`src/rtl/main_decoder_fsm_if.sv`:
```
// Bus between the instruction register / datapath and the main decoder FSM.
// master: IR side (drives Op/Funct/Rd); slave: decoder (drives all strobes).
interface main_decoder_fsm_if #(
    parameter int STATE_W = 4
);
    logic [1:0]         Op;
    logic [5:0]         Funct;
    logic [3:0]         Rd;
    logic               IRWrite;
    logic               NextPC;
    logic               AdrSrc;
    logic               ALUSrcA;
    logic [1:0]         ALUSrcB;
    logic [1:0]         ResultSrc;
    logic               RegW;
    logic               MemW;
    logic               Branch;
    logic               PCS;
    logic [1:0]         ALUControl;
    logic [1:0]         FlagW;
    logic [1:0]         ImmSrc;
    logic [1:0]         RegSrc;
    logic [STATE_W-1:0] State;

    modport master (
        output Op, Funct, Rd,
        input  IRWrite, NextPC, AdrSrc, ALUSrcA, ALUSrcB, ResultSrc,
        input  RegW, MemW, Branch, PCS, ALUControl, FlagW,
        input  ImmSrc, RegSrc, State
    );

    modport slave (
        input  Op, Funct, Rd,
        output IRWrite, NextPC, AdrSrc, ALUSrcA, ALUSrcB, ResultSrc,
        output RegW, MemW, Branch, PCS, ALUControl, FlagW,
        output ImmSrc, RegSrc, State
    );
endinterface

```
`src/rtl/main_decoder_fsm.sv`:
```
// Multicycle control FSM + ALU decoder for the ARM-subset core.
// Ports: clk, reset (async active-low), bus (slave): IR fields in, strobes/selects/State out.
module main_decoder_fsm #(
    parameter int STATE_W = 4
) (
    input  logic               clk,
    input  logic               reset,
    main_decoder_fsm_if.slave  bus
);

    typedef enum logic [3:0] {
        FETCH    = 4'd0,
        DECODE   = 4'd1,
        MEMADR   = 4'd2,
        MEMRD    = 4'd3,
        MEMWB    = 4'd4,
        MEMWR    = 4'd5,
        EXECUTER = 4'd6,
        EXECUTEI = 4'd7,
        ALUWB    = 4'd8,
        BRANCH   = 4'd9
    } state_t;

    state_t     state_q, state_d;
    logic       aluop;
    logic       regw;
    logic       legal;
    logic [1:0] alu_ctl;

    always_ff @(posedge clk or negedge reset) begin
        if (!reset) state_q <= FETCH;
        else        state_q <= state_d;
    end

    always_comb begin
        state_d       = FETCH;
        bus.IRWrite   = 1'b0;
        bus.NextPC    = 1'b0;
        bus.AdrSrc    = 1'b0;
        bus.ALUSrcA   = 1'b0;
        bus.ALUSrcB   = 2'b00;
        bus.ResultSrc = 2'b00;
        regw          = 1'b0;
        bus.MemW      = 1'b0;
        bus.Branch    = 1'b0;
        aluop         = 1'b0;
        case (state_q)
            FETCH: begin
                state_d       = DECODE;
                bus.IRWrite   = 1'b1;
                bus.NextPC    = 1'b1;
                bus.ALUSrcA   = 1'b1;
                bus.ALUSrcB   = 2'b10;
                bus.ResultSrc = 2'b10;
            end
            DECODE: begin
                bus.ALUSrcA   = 1'b1;
                bus.ALUSrcB   = 2'b10;
                bus.ResultSrc = 2'b10;
                unique case (bus.Op)
                    2'b00: state_d = bus.Funct[5] ? EXECUTEI : EXECUTER;
                    2'b01: state_d = MEMADR;
                    2'b10: state_d = BRANCH;
                    2'b11: state_d = FETCH;
                endcase
            end
            MEMADR: begin
                state_d     = bus.Funct[0] ? MEMRD : MEMWR;
                bus.ALUSrcB = 2'b01;
            end
            MEMRD: begin
                state_d    = MEMWB;
                bus.AdrSrc = 1'b1;
            end
            MEMWB: begin
                bus.ResultSrc = 2'b01;
                regw          = 1'b1;
            end
            MEMWR: begin
                bus.AdrSrc = 1'b1;
                bus.MemW   = 1'b1;
            end
            EXECUTER: begin
                state_d = ALUWB;
                aluop   = 1'b1;
            end
            EXECUTEI: begin
                state_d     = ALUWB;
                bus.ALUSrcB = 2'b01;
                aluop       = 1'b1;
            end
            ALUWB: regw = 1'b1;
            BRANCH: begin
                bus.ALUSrcB   = 2'b01;
                bus.ResultSrc = 2'b10;
                bus.Branch    = 1'b1;
            end
            default: state_d = FETCH;
        endcase
    end

    // Unknown cmds fall back to ADD and must never touch the flags.
    always_comb begin
        legal   = 1'b1;
        alu_ctl = 2'b00;
        unique case (bus.Funct[4:1])
            4'b0100: alu_ctl = 2'b00;
            4'b0010: alu_ctl = 2'b01;
            4'b0000: alu_ctl = 2'b10;
            4'b1100: alu_ctl = 2'b11;
            default: legal   = 1'b0;
        endcase
    end

    assign bus.ALUControl = aluop ? alu_ctl : 2'b00;
    assign bus.FlagW[1]   = aluop & legal & bus.Funct[0];
    assign bus.FlagW[0]   = aluop & legal & bus.Funct[0] & ~alu_ctl[1];

    assign bus.RegW   = regw;
    assign bus.PCS    = regw & (bus.Rd == 4'hF);
    assign bus.ImmSrc = bus.Op;
    assign bus.RegSrc = {bus.Op == 2'b01, bus.Op == 2'b10};
    assign bus.State  = STATE_W'(state_q);

endmodule

```
`src/flat_wrapper.sv`:
```
// flat-port wrapper written by rule: the top's interface ports become plain ports
module main_decoder_fsm_flat 
#(
    parameter int STATE_W = 4
)
  (clk, reset, bus_Op, bus_Funct, bus_Rd, bus_IRWrite, bus_NextPC, bus_AdrSrc, bus_ALUSrcA, bus_ALUSrcB, bus_ResultSrc, bus_RegW, bus_MemW, bus_Branch, bus_PCS, bus_ALUControl, bus_FlagW, bus_ImmSrc, bus_RegSrc, bus_State);
  main_decoder_fsm_if #(.STATE_W(STATE_W)) bus_i ();
  input  logic clk;
  input  logic reset;
  input wire logic [$bits(bus_i.Op)-1:0] bus_Op;
  input wire logic [$bits(bus_i.Funct)-1:0] bus_Funct;
  input wire logic [$bits(bus_i.Rd)-1:0] bus_Rd;
  output wire logic [$bits(bus_i.IRWrite)-1:0] bus_IRWrite;
  output wire logic [$bits(bus_i.NextPC)-1:0] bus_NextPC;
  output wire logic [$bits(bus_i.AdrSrc)-1:0] bus_AdrSrc;
  output wire logic [$bits(bus_i.ALUSrcA)-1:0] bus_ALUSrcA;
  output wire logic [$bits(bus_i.ALUSrcB)-1:0] bus_ALUSrcB;
  output wire logic [$bits(bus_i.ResultSrc)-1:0] bus_ResultSrc;
  output wire logic [$bits(bus_i.RegW)-1:0] bus_RegW;
  output wire logic [$bits(bus_i.MemW)-1:0] bus_MemW;
  output wire logic [$bits(bus_i.Branch)-1:0] bus_Branch;
  output wire logic [$bits(bus_i.PCS)-1:0] bus_PCS;
  output wire logic [$bits(bus_i.ALUControl)-1:0] bus_ALUControl;
  output wire logic [$bits(bus_i.FlagW)-1:0] bus_FlagW;
  output wire logic [$bits(bus_i.ImmSrc)-1:0] bus_ImmSrc;
  output wire logic [$bits(bus_i.RegSrc)-1:0] bus_RegSrc;
  output wire logic [$bits(bus_i.State)-1:0] bus_State;
  assign bus_i.Op = bus_Op;
  assign bus_i.Funct = bus_Funct;
  assign bus_i.Rd = bus_Rd;
  assign bus_IRWrite = bus_i.IRWrite;
  assign bus_NextPC = bus_i.NextPC;
  assign bus_AdrSrc = bus_i.AdrSrc;
  assign bus_ALUSrcA = bus_i.ALUSrcA;
  assign bus_ALUSrcB = bus_i.ALUSrcB;
  assign bus_ResultSrc = bus_i.ResultSrc;
  assign bus_RegW = bus_i.RegW;
  assign bus_MemW = bus_i.MemW;
  assign bus_Branch = bus_i.Branch;
  assign bus_PCS = bus_i.PCS;
  assign bus_ALUControl = bus_i.ALUControl;
  assign bus_FlagW = bus_i.FlagW;
  assign bus_ImmSrc = bus_i.ImmSrc;
  assign bus_RegSrc = bus_i.RegSrc;
  assign bus_State = bus_i.State;
  main_decoder_fsm #(.STATE_W(STATE_W)) u_core (.clk(clk), .reset(reset), .bus(bus_i));
endmodule
```
`config.mk`:
```
export PLATFORM = sky130hd
export DESIGN_NAME = main_decoder_fsm_flat
export DESIGN_NICKNAME = d
export VERILOG_FILES = /design/src/rtl/main_decoder_fsm_if.sv /design/src/rtl/main_decoder_fsm.sv /design/src/flat_wrapper.sv
export SDC_FILE = /design/constraint.sdc
export NUM_CORES = 1
export LEC_CHECK = 0
export CORE_AREA = 2 2 39 41
export CTS_CLUSTER_SIZE = 30
export DETAILED_ROUTE_END_ITERATION = 7
export DIE_AREA = 0 0 41 43
export DONT_BUFFER_PORTS = 1
export MAX_ROUTING_LAYER = met4
export PLACE_DENSITY = 0.53
export SYNTH_ARGS = -nofsm -noshare
export SYNTH_HDL_FRONTEND = slang
export SYNTH_SLANG_ARGS = --single-unit
```
`constraint.sdc`:
```
create_clock -name clk -period 1.6 [get_ports clk]
set_input_delay 0.32 -clock clk [delete_from_list [all_inputs] [get_ports clk]]
set_output_delay 0.32 -clock clk [all_outputs]
set_load 0.03 [all_outputs]
```
== Word level (Yosys, flattened, before mapping) ==
Index checks and enable logic that the tools add are counted.
Widths: inputs -> output; s select.
Word-level totals
  bits in registers: 4
  input bits: 14
  output and inout bits: 24
  logic and storage cells: 48
Cells by class
  equality and inequality tests: 16
  muxes and demuxes: 16
  bitwise logic cells: 5
  reduce and logical (&&, ||, !) cells: 10
Operators with widths (number)
  $eq 4x3->1 const B: 5
  $pmux 4 s5: 1
  $eq 4x4->1 const B: 4
  $pmux 4 s4: 1
  $eq 4x2->1 const B: 3
  $mux 1: 9
  $logic_not 4->1: 2
  $pmux 2 s2: 2
  $reduce_or 2->1: 4
  $pmux 2 s3: 1
  $reduce_or 3->1: 2
  $and 1x1->1: 4
  $eq 2x2->1 const B: 2
  $eq 4x1->1 const B: 1
  $reduce_or 4->1: 1
  $mux 3: 1
  $eq 2x1->1 const B: 1
  $logic_not 2->1: 1
  $mux 2: 1
  $not 1->1: 1

== Depth between registers and ports, before layout ==
  word-level depth: 6
  gate-level depth with buffers: 4
  mapped depth without buffers: 3

== Worst setup path after synthesis ==
No wires, ideal clock.
  path kind: register to output
  start: reg u_core.state_q[1], in the netlist u_core.bus.State[1]
  end: out bus_NextPC
  data arrival time: 2244 ps
  data required time: 1280 ps
  setup slack: -964 ps
  stages on the path, launching flop included: 5
  path buffers: 3
  cells stage by stage: dfrtp_1 > buf_2 > buf_2 > nor4_1 > buf_4
Between the ends
  cells in the longest elaborated chain, start to end: 2
Ends and longest elaborated chain
  from (decl): RTL line main_decoder_fsm.sv:24  | state_t state_q, state_d;
  from (signal assigned): RTL line main_decoder_fsm.sv:32  | else state_q <= state_d;
  $logic_not 4->1
  $mux 1
  to (decl): RTL line flat_wrapper.sv:14  | output wire logic [$bits(bus_i.NextPC)-1:0] bus_NextPC;
No other way between the ends.

== Worst setup path after layout ==
  start: reg u_core.state_q[3], in the netlist u_core.bus.State[3]
  end: out bus_ALUSrcB[0]
Between the ends
  cells in the longest elaborated chain, start to end: 3
  elaborated cells on any way between the ends: 8
Ends and longest elaborated chain
  $eq 4x4->1, or another cell as far along: RTL line main_decoder_fsm.sv:47  | case (state_q)
  $reduce_or 3->1 (no source line) / $reduce_or 2->1 (equally long branches)
  $pmux 2 s2 (*): RTL line main_decoder_fsm.sv:47
  to (decl): RTL line flat_wrapper.sv:17  | output wire logic [$bits(bus_i.ALUSrcB)-1:0] bus_ALUSrcB;
Every way passes the cells marked *; elsewhere a longest branch is shown, timed or not.

==> run metrics <==
antenna-violating nets left=0; # DRC=0; most frequent cells in the layout=buf_4 (20), buf_6 (9), nor2b_1 (4), buf_12 (4), dfrtp_2 (4); synthesized cell area=442 sq um; Post-Syn Instances=57; worst skew pair latency=0.23 ns; Avg Synthesized Cell Area=7.75 sq um; CTS clk-pin slew, worst paths=0.04 ns; main area contributors after synthesis=dfrtp_1 (23%), xnor2_1 (7.9%), nor3_1 (6.8%), nor2b_1 (5.7%), a211oi_1 (5.1%); initial DRC count=7; Ys Warns=0; sequential power share=11.3%; GRT overflow=0; endpoints failing setup=14; Logic pwr share=83.1%; Sw Pwr=1.06 mW; initial antenna violation count=0; Clock Path Buffers=2; drt wl/cell=12.8 um; clock power share=5.6%; VDD IR-drop max=1.09 mV; post-synthesis sequential area ratio=22.7%; area share of the largest cell type after synthesis=22.7%; Synth Register Bits=4; RSZ-0062 raised after global routing=yes; Cell variety after synth=28; CP max FO=9; WS Path Type=reg2out; cell internal pwr=1.05 mW; initial core utilization=31.9%; number of global-route vias before repair=497; drt pass-1 iters=4; Port Buffers=0; Rel. slew slack=73.0%; Die Wd=41 um; Vias/cell=5.25; status=finished with violations; drt total wl=1300 um; busiest grt layer=met2; max FFs per register=4; max-slew violation count=0; Leak=0.374 nW; Req. time, crit path=1.28 ns; Area Overhead vs Synth=120%; hpwl dp=917 um; CTS tree=done; Min Clock Period, post-route=1.77 ns; Arr. time, crit path=1.45 ns; level count of the clock H-tree=1; antenna cells=0; Worst Tran Pin Value=0.404 ns; Final GP Congestion=0.741; met3 usage=0.524%; Sink Count=4; Power Dens Cells=2170 nW/um^2; Die Span Y=43 um; layout cells sized above 1=70.9%; Setup crit end kind=output pin; Max-cap violations=0; Root Driver=clkbuf_4; DP Worst Slack=0.0873 ns; largest net degree at the start of global routing=11; Reg2Reg Depth=3; Layout Nets=102; met2 GRT Util=22.8%; Yosys top cell by area=dfrtp_1; Hold Path Depth=3; period utilisation layout=111%; worst min-delay path class=in2reg; Hold Fails Final Rpt=0; Cell Rows=14; CTS buffer count=3; skew final=0.00344 ns; Die ar.=1760 sq um; flop2flop setup slack=0.31 ns; first-pass GRT wire length=1850 um; syn nets=71; commonest non-fill, non-tap cell in the layout=buf_4; detailed-route via count=535; violated checks=setup timing; FMAX=565 MHz; Core Footprint=1380 sq um; met1 usage=20.3%; post-route setup slack=-0.170 ns; GRT Util Overall=15.0%; # IOs=38; sw frac=50.4%; Post-Route Utilization=70.1%; Critical Path Source Type=flip-flop
final timing paths:
check	to	startpoint
max in group asynchronous	u_core.bus.State[2]	reset
worst max-delay path	bus_ALUSrcB[0]	u_core.bus.State[3]
worst min register to register	u_core.bus.State[0]	u_core.bus.State[2]
worst min-delay path	u_core.bus.State[0]	bus_Op[0]
min in group asynchronous	u_core.bus.State[0]	reset
worst max register to register	u_core.bus.State[2]	u_core.bus.State[0]
power groups by stage:
stage	clock network (mW)	registers [mW]	logic, mW
detailed placement	0	0.260	1.30
floorplan	0	0.279	1.01
finish	0.119	0.238	1.75
global route	0.125	0.248	1.84
global placement	0	0.256	1.29
CTS	0.124	0.221	1.50
routing by layer:
metal / vias to the layer above / share of wire, %
met5: - / 0
met4: 0 / 0
met3: 0 / 6.6
met2: 23 / 52
met1: 251 / 41
li1: 261 / -
cells in the mapped netlist:
| cell type | n |
|---|---|
| a211oi_1 | 3 |
| a211oi_2 | 1 |
| a21oi_1 | 1 |
| a22oi_1 | 1 |
| a31o_1 | 1 |
| a31oi_1 | 1 |
| and2_1 | 1 |
| buf_2 | 4 |
| buf_4 | 3 |
| buf_6 | 1 |
| clkbuf_1 | 1 |
| dfrtp_1 | 4 |
| inv_1 | 2 |
| inv_2 | 1 |
| nand2_1 | 1 |
| nand3b_1 | 1 |
| nand4_1 | 1 |
| nand4bb_1 | 1 |
| nor2_1 | 3 |
| nor2b_1 | 4 |
| nor3_1 | 6 |
| nor3b_1 | 2 |
| nor4_1 | 3 |
| nor4b_1 | 2 |
| o21ai_0 | 2 |
| or2_1 | 1 |
| or3_1 | 1 |
| xnor2_1 | 4 |
worst max-delay path, stage by stage (launching register included):
cell and delay (ns):
dfrtp_2 0.39, buf_4 0.14, buf_12 0.14, buf_12 0.14, and2_4 0.16, a31o_4 0.24
per-stage QoR:
stage	total power [mW]	hold slack [ns]	instances	TNS (ns)	area (sq um)
after detailed placement	1.56	0.0245	88	0	722
after global placement	1.55	0.0245	88	0	722
after global routing	2.21	0.304	102	-1.89	970
final	2.11	0.296	102	-1.22	970
after floorplan	1.29	0.0244	57	-1.68	573
after CTS	1.85	0.291	98	-0.890	840
area by class of cell:
type / count / area (sq um)
Fill cell: 116 / 414
Sequential cell: 4 / 105
Multi-Input combinational cell: 41 / 454
Clock buffer: 3 / 22.5
Timing Repair Buffer: 35 / 357
Inverter: 3 / 11.3
Tap cell: 16 / 20.0
kinds of logic after synthesis:
group           count (synthesis)  share of synthesized area (%)
buf+inv                        12                           15.6
xor+xnor                        4                           7.93
simple gates                   27                           37.4
flops                           4                           22.7
compound gates                 10                           16.4
what timing repair did:
action / CTS / global route
hold buffers: 1 / 0
pin swaps: 2 / 6
gates resized for setup: 10 / 17
endpoints found under the setup margin: 13 / 14
buffers inserted: 6 / 4
endpoints found under the hold margin: 4 / 0
No activity file was read; power rests on OpenSTA's default activity.
